### src/rtl/addi3_prog_loader.sv
// ADDI3 program loader: accepts instruction requests, encodes and writes them
// into instruction memory, publishes the expected register result of each
// instruction, then starts the core for a programmable number of cycles.
module addi3_prog_loader #(
    parameter int unsigned MAX_INST = 64  // 1..256 instructions per program
) (
    input  logic        clk,
    input  logic        rst,
    input  logic        go,
    input  logic [31:0] base_addr,
    input  logic [15:0] run_cycles,
    input  logic        in_valid,
    output logic        in_ready,
    input  logic [4:0]  in_rd,
    input  logic [4:0]  in_a,
    input  logic [4:0]  in_b,
    input  logic [4:0]  in_c,
    input  logic        in_last,
    output logic        imem_we,
    output logic [31:0] imem_addr,
    output logic [31:0] imem_wdata,
    output logic        tb_start,
    output logic [31:0] init_inst_addr,
    output logic        exp_valid,
    output logic [4:0]  exp_rd,
    output logic [6:0]  exp_value,
    output logic [8:0]  inst_count,
    output logic        busy,
    output logic        done
);

    typedef enum logic [2:0] {
        S_IDLE,
        S_LOAD,
        S_WRITE,
        S_START,
        S_RUN,
        S_DONE
    } state_e;

    localparam logic [8:0] MAX_CNT = 9'(MAX_INST);

    state_e      state_q,      state_d;
    logic [31:0] base_q,       base_d;
    logic [15:0] run_cycles_q, run_cycles_d;
    logic [15:0] run_cnt_q,    run_cnt_d;
    logic [8:0]  inst_count_q, inst_count_d;
    logic [4:0]  rd_q,         rd_d;
    logic [4:0]  a_q,          a_d;
    logic [4:0]  b_q,          b_d;
    logic [4:0]  c_q,          c_d;
    logic        last_q,       last_d;

    logic [8:0]  inst_next;
    logic [15:0] run_last;

    // A zero run length still yields one RUN cycle.
    assign inst_next = inst_count_q + 9'd1;
    assign run_last  = (run_cycles_q == 16'd0) ? 16'd0 : run_cycles_q - 16'd1;

    // State and latched-field registers with synchronous reset.
    always_ff @(posedge clk) begin
        // NOTE: non-blocking assignments keep every flop sampling pre-edge values.
        if (rst) begin
            state_q      <= S_IDLE;
            base_q       <= '0;
            run_cycles_q <= '0;
            run_cnt_q    <= '0;
            inst_count_q <= '0;
            rd_q         <= '0;
            a_q          <= '0;
            b_q          <= '0;
            c_q          <= '0;
            last_q       <= 1'b0;
        end else begin
            state_q      <= state_d;
            base_q       <= base_d;
            run_cycles_q <= run_cycles_d;
            run_cnt_q    <= run_cnt_d;
            inst_count_q <= inst_count_d;
            rd_q         <= rd_d;
            a_q          <= a_d;
            b_q          <= b_d;
            c_q          <= c_d;
            last_q       <= last_d;
        end
    end

    // Next-state and latched-field update logic.
    always_comb begin
        // NOTE: every variable gets a default first so no latch is inferred.
        state_d      = state_q;
        base_d       = base_q;
        run_cycles_d = run_cycles_q;
        run_cnt_d    = run_cnt_q;
        inst_count_d = inst_count_q;
        rd_d         = rd_q;
        a_d          = a_q;
        b_d          = b_q;
        c_d          = c_q;
        last_d       = last_q;

        unique case (state_q)
            S_IDLE, S_DONE: begin
                if (go) begin
                    base_d       = base_addr;
                    run_cycles_d = run_cycles;
                    inst_count_d = '0;
                    state_d      = S_LOAD;
                end
            end
            S_LOAD: begin
                if (in_valid) begin
                    rd_d    = in_rd;
                    a_d     = in_a;
                    b_d     = in_b;
                    c_d     = in_c;
                    last_d  = in_last;
                    state_d = S_WRITE;
                end
            end
            S_WRITE: begin
                inst_count_d = inst_next;
                state_d      = (last_q || (inst_next == MAX_CNT)) ? S_START : S_LOAD;
            end
            S_START: begin
                run_cnt_d = '0;
                state_d   = S_RUN;
            end
            S_RUN: begin
                if (run_cnt_q == run_last) begin
                    state_d = S_DONE;
                end else begin
                    run_cnt_d = run_cnt_q + 16'd1;
                end
            end
            default: state_d = S_IDLE;
        endcase
    end

    // Output decode from registered state; everything is forced low while rst is high.
    always_comb begin
        in_ready       = 1'b0;
        imem_we        = 1'b0;
        imem_addr      = '0;
        imem_wdata     = '0;
        tb_start       = 1'b0;
        init_inst_addr = '0;
        exp_valid      = 1'b0;
        exp_rd         = '0;
        exp_value      = '0;
        inst_count     = '0;
        busy           = 1'b0;
        done           = 1'b0;

        if (!rst) begin
            inst_count = inst_count_q;
            busy       = (state_q != S_IDLE) && (state_q != S_DONE);
            unique case (state_q)
                S_LOAD: in_ready = 1'b1;
                S_WRITE: begin
                    imem_we    = 1'b1;
                    imem_addr  = base_q + {21'd0, inst_count_q, 2'b00};
                    imem_wdata = {2'b01, a_q, b_q, c_q, 3'b100, rd_q, 7'b0000010};
                    exp_valid  = 1'b1;
                    exp_rd     = rd_q;
                    // x0 is hardwired to zero, so its expected value is zero.
                    exp_value  = (rd_q == 5'd0) ? 7'd0
                               : ({2'b00, a_q} + {2'b00, b_q} + {2'b00, c_q});
                end
                S_START: init_inst_addr = base_q;
                S_RUN: begin
                    tb_start       = 1'b1;
                    init_inst_addr = base_q;
                end
                S_DONE: done = 1'b1;
                default: ;
            endcase
        end
    end

endmodule
### config.mk
export PLATFORM = sky130hd
export DESIGN_NAME = addi3_prog_loader
export DESIGN_NICKNAME = d
export VERILOG_FILES = /design/src/rtl/addi3_prog_loader.sv
export SDC_FILE = /design/constraint.sdc
export NUM_CORES = 1
export LEC_CHECK = 0
export ABC_AREA = 0
export CAP_MARGIN = 0
export CORE_MARGIN = 2
export CORE_UTILIZATION = 49
export CTS_BUF_LIST = sky130_fd_sc_hd__clkbuf_4
export DETAILED_ROUTE_END_ITERATION = 16
export PLACE_DENSITY = 0.83
export SLEW_MARGIN = 20
export SYNTH_ARGS = -nofsm -noshare
export SYNTH_HDL_FRONTEND = slang
export SYNTH_SLANG_ARGS = --single-unit
### constraint.sdc
create_clock -name clk -period 3.8 [get_ports clk]
set_input_delay 0.57 -clock clk [delete_from_list [all_inputs] [get_ports clk]]
set_output_delay 0.57 -clock clk [all_outputs]
set_load 0.005 [all_outputs]
==> flow_summary.ini <==
[logic_synthesis]
netlist_area_um2 = 6450
async_reset_ff_share_pct = 0
yosys.area.top_type_share_pct = 30.1
ys_ff_latch = 97
yosysTopAreaCell = dfxtp_1
synth_commonest_cells = 174 x nand2_1, 105 x a21oi_1, 97 x dfxtp_1
synth_xor_area_share_pct = 5.16
synth_edf_count = 0
synthTopCellsByArea = dfxtp_1 30%, nand2_1 10%, a21oi_1 8.1%, and2_1 5.4%, nor2_1 4.5%
synth-simple-area-share_pct = 34.1
ys_warn_count = 0
syn_inst = 879
synth.area.mux_share_pct = 0.698
syn_avg_cell_area_um2 = 7.34
yosysSeqAreaShare_pct = 30.1
synth.most_common_cell = nand2_1
synth_fa_ha_area_share_pct = 5.27
synthDistinctLibCells = 72
synth_top_family_by_area = simple AND/OR/NAND/NOR gates
synth_flop_cell = dfxtp_1
synth_compound_area_share_pct = 17.5

[hold_path]
min_path_cells = 2
hold_path.class = in -> reg

[power]
power_density_nw_per_um2 = 269
leakage_uw = 0.00338
p_total_uw = 2390
peakVddDrop_v = 0.000144

[placement]
dp_hpwl_um = 13700
numPortBuffers = 186
place.gp.congestion = 0.880
dpl_cell_area_um2 = 8350

[clocking]
clock_path_buffers = 2
clk_pin_slew_ns = 0.17
cts_buffers = 9
cts_tree = yes
htree_levels = 3
worstSkewPairLatency_ns = 0.48
cts-root-buf = clkbuf_4
cts_num_sinks = 97

[critical_path]
r2r_slack_ns = 0.48
reg2regPathDepth = 11
max_stage_delay_ns = 0.39
critPathSlowestCell = fa_2
path_class = reg -> out
path_cells = ha_4 -> inv_1 -> fa_2 -> nor2b_4 -> o21ai_2 -> a21boi_2 -> o21ai_2 -> a21boi_2 -> o2111ai_2 -> buf_6 -> buf_4 -> a211oi_4 -> xnor2_1 -> nor2_1 -> clkdlybuf4s15_1
cp_max_fo = 5
setup.worst_path.end_class = output pin
arrival_ns = 3.20
crit_family = compound AO/OA/AOI/OAI gates
worst_setup_path_start_kind = register
worst-path-stages = 15
crit_required_ns = 3.23
path_buf_inv = 4

[sta]
skew_ns = 0.0250
period_share_pct = 99.3
whs_ns = 0.388
tightest_slew_ns = 0.915
drv_slew = 0
max_slew_margin_pct = 39.0
rsz0062_at_grt = true
max_clock_freq_mhz = 265
hold_violations = 0
setup_viol = 0
period_minus_slack_ns = 3.77

[floorplanning]
die_y_um = 119
start_util_pct = 50.7
core_um2 = 12700
fp.dieW_um = 119
rows = 41
dieArea_um2 = 14100
ios = 196

[drt]
drt_pass1_iterations = 5
vias = 6901
routed_wl_um = 20200
antenna_left = 0
drcViolationCount = 0
vias_per_cell = 5.55
wire_per_inst_um = 16.2
drt_first_iter_violations = 535

[outcome]
status = finished, final reports clean

[grt]
grt-ovfl-total = 0
grt_pass1_vias = 6588
grt_start_max_net_pins = 88
grt_pass1_wl_um = 32100
track_usage_pct = 27.6
antenna_found_initial = 1

[layout]
seq_area_um2 = 1950
fillers = 1091
design_area_um2 = 8880
area_growth_pct = 37.6
nets = 1162
drive_gt1_share_pct = 12.5
multiInputGateArea_um2 = 4240

[run]
cap_violations = 0
[cells in the final DEF, fill, tap and decap left out, types with 16 or more instances in the layout]
cell	count
a21oi_1	100
and2_1	56
buf_4	45
clkdlybuf4s50_1	163
dfxtp_1	92
inv_1	25
nand2_1	174
nand3_1	21
nor2_1	75
nor3_1	25
o21ai_0	16
xnor2_1	21
xor2_1	16
[cells by family after synthesis]
family / Yosys count
and+or+nand+nor: 438
AOI/OAI and AO/OA: 188
DFF: 97
buffers and inverters: 90
xor gates and xnor gates: 38
adders and majority gates: 23
muxes: 4
other: 1
[registers in the layout, indices dropped and copies added (netlist names)]
signal / cells
b_q: 5
c_q: 5
base_q: 32
run_cnt_q: 16
state_q: 3
rd_q: 5
last_q: 1
run_cycles_q: 16
a_q: 5
inst_count_q: 9
[worst paths after layout]
kind                                      start            end
worst max-delay path            inst_count_q[0]  imem_addr[22]
worst min-delay path                        rst         a_q[0]
worst max register to register  run_cycles_q[1]   run_cnt_q[9]
worst min register to register       base_q[29]     base_q[29]
[area by class of cell]
class	instances	share of cell area, %
Antenna cell	1	0.0282
Clock buffer	10	0.846
Clock inverter	6	1.30
Inverter	26	1.14
Multi-Input combinational cell	700	47.7
Sequential cell	97	21.9
Tap cell	172	2.42
Timing Repair Buffer	232	24.6
[power by group]
| group | total (uW) | switching, uW | internal, uW | leakage, uW |
|---|---|---|---|---|
| Combinational | 533 | 290 | 243 | 0.00249 |
| Sequential | 1130 | 65.8 | 1070 | 0.000793 |
| Clock | 721 | 377 | 344 | 0.0000972 |
| Total | 2390 | 732 | 1650 | 0.00338 |
[timing repair]
action,CTS,global route
pin swaps,12,20
gates cloned,1,0
hold buffers,0,0
endpoints found under the setup margin,22,59
gates resized for setup,47,44
setup buffers,13,12
[routing by layer]
layer  GRT usage (%)  up-vias  part of all wire [%]
li1                -     3353                     -
met1            31.5     3260                    40
met2            47.9      231                    50
met3            9.22       57                   7.9
met4            10.2        0                   2.8
met5               0        -                     0
[stage by stage]
| stage | setup slack [ns] | util (%) | std cells | TNS (ns) |
|---|---|---|---|---|
| finish | 0.0256 | 69.8 | 1244 | 0 |
| floorplan | 0.616 | - | 887 | 0 |
| detailed placement | 0.105 | 65.7 | 1201 | 0 |
| global route | -0.128 | 69.8 | 1244 | -0.537 |
| CTS | -0.0455 | 68.5 | 1231 | -0.0872 |
| global placement | 0.128 | 65.7 | 1201 | 0 |
Power figures use the tool's default switching activity.
